File: config.mk
export PLATFORM = sky130hd
export DESIGN_NAME = warp_scheduler
export DESIGN_NICKNAME = d
export VERILOG_FILES = /design/src/rtl/warp_scheduler.sv
export SDC_FILE = /design/constraint.sdc
export NUM_CORES = 1
export LEC_CHECK = 0
export CAP_MARGIN = 20
export CELL_PAD_IN_SITES_DETAIL_PLACEMENT = 0
export CELL_PAD_IN_SITES_GLOBAL_PLACEMENT = 1
export CORE_MARGIN = 2
export CORE_UTILIZATION = 35
export CTS_CLUSTER_DIAMETER = 50
export DETAILED_ROUTE_END_ITERATION = 8
export PLACE_DENSITY_LB_ADDON = 0.1
export SKIP_LAST_GASP = 1
export SLEW_MARGIN = 0
export SYNTH_ARGS = -nofsm -noshare
export SYNTH_HDL_FRONTEND = slang
export SYNTH_SLANG_ARGS = --single-unit
File: constraint.sdc
create_clock -name clk -period 2.4 [get_ports clk]
set_input_delay 0.36 -clock clk [delete_from_list [all_inputs] [get_ports clk]]
set_output_delay 0.36 -clock clk [all_outputs]
set_load 0.01 [all_outputs]
File: src/rtl/warp_scheduler.sv
// Per-core warp scheduler: walks each warp through fetch, issue and PC update
// and grants the single shared execute path to READY warps in round-robin order.
module warp_scheduler #(
  parameter int WARPS_PER_CORE = 4,
  parameter int PC_WIDTH       = 8,
  localparam int WIDX_W        = $clog2(WARPS_PER_CORE),
  localparam int NW_W          = WIDX_W + 1
) (
  input  logic                clk,
  input  logic                reset,
  input  logic                start,
  input  logic [NW_W-1:0]     num_warps,
  output logic                done,
  output logic [WARPS_PER_CORE-1:0] fetch_req,
  input  logic [WARPS_PER_CORE-1:0] fetch_done,
  output logic [PC_WIDTH-1:0] pc [WARPS_PER_CORE],
  output logic                issue_valid,
  output logic [WIDX_W-1:0]   issue_warp,
  input  logic                issue_ready,
  input  logic                instr_is_halt,
  input  logic [PC_WIDTH-1:0] next_pc
);

  typedef enum logic [1:0] {
    CORE_IDLE,
    CORE_RUN,
    CORE_DONE
  } core_state_e;

  typedef enum logic [2:0] {
    W_OFF,
    W_FETCH,
    W_READY,
    W_EXEC,
    W_HALTED
  } warp_state_e;

  core_state_e   core_q, core_d;
  warp_state_e   warp_q [WARPS_PER_CORE];
  warp_state_e   warp_d [WARPS_PER_CORE];
  logic [PC_WIDTH-1:0] pc_q [WARPS_PER_CORE];
  logic [PC_WIDTH-1:0] pc_d [WARPS_PER_CORE];
  logic          issue_valid_q, issue_valid_d;
  logic [WIDX_W-1:0] issue_warp_q, issue_warp_d;
  logic [WIDX_W-1:0] rr_q, rr_d;

  logic [NW_W-1:0]   n_clamp;
  logic              all_halted;
  logic              grant_found;
  logic [WIDX_W-1:0] grant_idx;
  logic [WIDX_W-1:0] cand;

  always_comb begin
    core_d        = core_q;
    issue_valid_d = issue_valid_q;
    issue_warp_d  = issue_warp_q;
    rr_d          = rr_q;
    grant_found   = 1'b0;
    grant_idx     = '0;
    cand          = '0;
    all_halted    = 1'b1;
    for (int i = 0; i < WARPS_PER_CORE; i++) begin
      warp_d[i] = warp_q[i];
      pc_d[i]   = pc_q[i];
      if (warp_q[i] != W_HALTED) all_halted = 1'b0;
    end
    n_clamp = (num_warps > NW_W'(WARPS_PER_CORE)) ? NW_W'(WARPS_PER_CORE) : num_warps;

    case (core_q)
      CORE_IDLE, CORE_DONE: begin
        if (start) begin
          core_d = CORE_RUN;
          for (int i = 0; i < WARPS_PER_CORE; i++) begin
            warp_d[i] = (NW_W'(i) < n_clamp) ? W_FETCH : W_HALTED;
            pc_d[i]   = '0;
          end
        end
      end
      CORE_RUN: begin
        for (int i = 0; i < WARPS_PER_CORE; i++) begin
          if (warp_q[i] == W_FETCH && fetch_done[i]) warp_d[i] = W_READY;
        end
        if (issue_valid_q) begin
          if (issue_ready) begin
            issue_valid_d = 1'b0;
            if (instr_is_halt) begin
              warp_d[issue_warp_q] = W_HALTED;
            end else begin
              warp_d[issue_warp_q] = W_FETCH;
              pc_d[issue_warp_q]   = next_pc;
            end
          end
        end else begin
          // Search from the RR pointer; index arithmetic wraps at the power-of-2 width.
          for (int k = 0; k < WARPS_PER_CORE; k++) begin
            cand = rr_q + WIDX_W'(k);
            if (!grant_found && warp_q[cand] == W_READY) begin
              grant_found = 1'b1;
              grant_idx   = cand;
            end
          end
          if (grant_found) begin
            warp_d[grant_idx] = W_EXEC;
            issue_valid_d     = 1'b1;
            issue_warp_d      = grant_idx;
            rr_d              = grant_idx + 1'b1;
          end
        end
        if (all_halted) core_d = CORE_DONE;
      end
      default: core_d = CORE_IDLE;
    endcase
  end

  always_ff @(posedge clk or negedge reset) begin
    if (!reset) begin
      core_q        <= CORE_IDLE;
      issue_valid_q <= 1'b0;
      issue_warp_q  <= '0;
      rr_q          <= '0;
      for (int i = 0; i < WARPS_PER_CORE; i++) begin
        warp_q[i] <= W_OFF;
        pc_q[i]   <= '0;
      end
    end else begin
      core_q        <= core_d;
      issue_valid_q <= issue_valid_d;
      issue_warp_q  <= issue_warp_d;
      rr_q          <= rr_d;
      for (int i = 0; i < WARPS_PER_CORE; i++) begin
        warp_q[i] <= warp_d[i];
        pc_q[i]   <= pc_d[i];
      end
    end
  end

  always_comb begin
    for (int i = 0; i < WARPS_PER_CORE; i++) begin
      fetch_req[i] = (warp_q[i] == W_FETCH);
      pc[i]        = pc_q[i];
    end
  end

  assign done        = (core_q == CORE_DONE);
  assign issue_valid = issue_valid_q;
  assign issue_warp  = issue_warp_q;

endmodule

==> impl_results.md <==
- Reg clk slew, reported paths: 0.10 ns
- First-pass GRT wire length: 11720 um
- Worst endpoint data arrival time: 2.50 ns
- DIE WIDTH: 89.69 um
- Vias in the first global route: 2142
- CP max stage cell: dfrtp_1
- Yosys reg bits: 51
- Drt pass-1 iters: 4
- Diodes inserted: 0
- Met3 WL post-DR: 457 um
- Cell breakdown of the critical path: or3b_4 > mux2_4 > o221a_4 > ha_1 > a221o_1 > a32o_1
- DP HPWL: 5557 um
- Mapped cell area: 2570 um^2
- Rows: 31
- Root buf cell: clkbuf_8
- Hold crit path type: in -> async
- Layout cell share with drive strength beyond 1: 0.1205
- Gp weighted congestion: 0.8597
- Final wirelength: 7746 um
- Largest net degree at the start of global routing: 26
- Vias per cell: 5.729
- Synth async-reset ratio: 1.000
- Yosys top cell area share: 0.4966
- Final-layout fill cell count: 671
- DP Area: 3364 um^2
- Leading post-synthesis cells by cell area: dfrtp_1 50%, a32o_1 14%, nand2_1 2.6%, a21oi_1 2.3%, ha_1 1.9%
- Gr ovfl total: 0
- Worst Tran Pin Value: 0.7859 ns
- DRC Markers: 0
- Clock sinks: 51
- Met1 WL: 3574 um
- Non-Filler Instances: 406
- Mean Syn Cell Area: 10.98 um^2
- Max Cap Viol: 0
- P_leak: 0.001439 uW
- Top Ports: 60
- # H-tree levels: 2
- GRT Util Overall: 0.1959
- Synth area leader: dfrtp_1
- Pwr/cell area: 1235 nW/um^2
- Final min period: 2.300 ns
- Fin crit share: 0.9584
- Status: finished, final reports clean
- Floorplan Core Area: 7176 um^2
- IO Port Bufs: 59
- Worst Path Max Fanout: 6
- Most frequent cells in the layout: 58 x clkdlybuf4s50_1, 51 x dfrtp_1, 35 x a32o_1, 18 x nand2_1, 18 x buf_4
- Max_slew headroom: 0.4725
- Hold violation count in the final report: 0
- Count of cell types in the netlist: 53
- Met2 wire len: 3633 um
- RSZ-0062 raised after global routing: false
- Dpl cells: 397
- Fin area: 3501 um^2
- Most common cell after layout, fill and taps aside: clkdlybuf4s50_1
- Height of the die: 89.69 um
- Largest delay share family, worst path: compound AO/OA/AOI/OAI gates
- Vias: 2326
- Clock Latency Late Sink: 0.30 ns
- CP startpoint kind: register
- Average wire per standard cell: 19.08 um
- Worst vdd ir: 627.7 uV
- Worst Skew: 0.006439 ns
- P&R area growth vs syn: 36.22%
- Yosys Warn Count: 0
- Initial DRC Count: 194
- Worst Setup End Kind: register
- Final setup viols: 0
- Initial antenna violation count: 0
- Starting Density: 0.3582
- Fin nets: 330
- Fmax: 434.8 MHz
- Top sig layer: met4
- Post-synth EDFFs: 0
- Fin. max-slew vios: 0
- CP max stage delay: 0.43 ns
- Sequential fraction of the synthesis area: 0.4966
- Post-synth top flop: dfrtp_1
- Syn Inst Count: 234
- CTS tree: done
- Post-Syn Nets: 258
- CTS buffer count: 5
- Crit path kind: reg -> reg
- CP bufs+invs: 0
- Final ANT Viol Nets: 0
- Die ar.: 8044 um^2
- Setup_tns: 0 ns
- Critical Path RT: 2.60 ns
- Max Root-Sink Buffers: 2
==> final cells by class <==
| cell class | instances | area [um^2] | area share |
|---|---|---|---|
| inverter | 5 | 18.77 | 0.005361 |
| multi-input combinational | 165 | 1230 | 0.3513 |
| sequential | 51 | 1276 | 0.3645 |
| tap | 99 | 123.9 | 0.03538 |
| timing repair buffer | 78 | 730.7 | 0.2087 |
| clock buffer | 6 | 82.58 | 0.02359 |
| clock inverter | 2 | 38.79 | 0.01108 |
==> registers in the layout (all words and copies together), names as in the netlist <==
register     flops
core_q           2
issue_valid      1
pc              32
warp_q          12
rr_q             2
issue_warp       2
==> worst paths after layout <==
path                            startpoint        end  slack, ns  depth (start not counted)
worst max-delay path             warp_q[5]  warp_q[6]        0.1                          6
worst min register to register      pc[31]     pc[31]       0.50                          1
min in group clk                    pc[31]     pc[31]       0.50                          1
max in group asynchronous            reset      pc[8]       1.33                          3
worst min-delay path                 reset  warp_q[4]       0.47                          2
worst max register to register   warp_q[5]  warp_q[6]        0.1                          6
==> metrics by stage <==
stage          hold slack [ns]    util  setup slack (ns)  power [uW]
4_1_cts                 0.4885  0.4872           0.04846        4332
2_1_floorplan          0.06441       -            0.1126        2663
3_3_place_gp            0.2716  0.4689            0.1185        3685
3_5_place_dp            0.2748  0.4689           0.05505        3671
5_1_grt                 0.5082  0.4879           0.01878        4618
6_report                0.4698  0.4879           0.09988        4325
==> metal layers <==
metal	GRT usage	up-vias
li1	-	1068
met1	0.2728	1161
met2	0.3082	89
met3	0.04296	8
met4	0.05563	0
met5	0	-
==> what timing repair did <==
item                                    CTS  global route
endpoints found under the setup margin    0             2
resized for setup                         0             2
hold buffers                              1             0
endpoints found under the hold margin    11             0
setup buffers                             0             0
==> power breakdown <==
part / total (uW) / switching (uW) / internal [uW]
Clock: 645 / 301 / 343
Combinational: 2240 / 1080 / 1160
Sequential: 1440 / 243 / 1200
==> cells in the mapped netlist, types with 2 or more instances <==
cell / count
a21oi_1: 12
a221o_1: 2
a22oi_1: 2
a311oi_1: 2
a31oi_1: 7
a32o_1: 35
a32oi_1: 2
and2_1: 6
clkbuf_1: 10
dfrtp_1: 51
ha_1: 4
inv_1: 5
mux2_1: 2
nand2_1: 18
nand2b_1: 5
nand3_1: 6
nand4_1: 2
nor2_1: 12
nor2b_1: 4
nor3b_1: 2
nor4_1: 2
nor4b_1: 2
o21ai_0: 5
o21ai_1: 5
or3b_1: 3
==> cells by family after synthesis <==
group,share of synthesized area
buf+inv,0.02970
simple gates,0.1543
flops,0.4966
fa+ha+maj,0.01947
compound gates,0.2809
mux,0.01898
(Power assumes the default switching activity.)
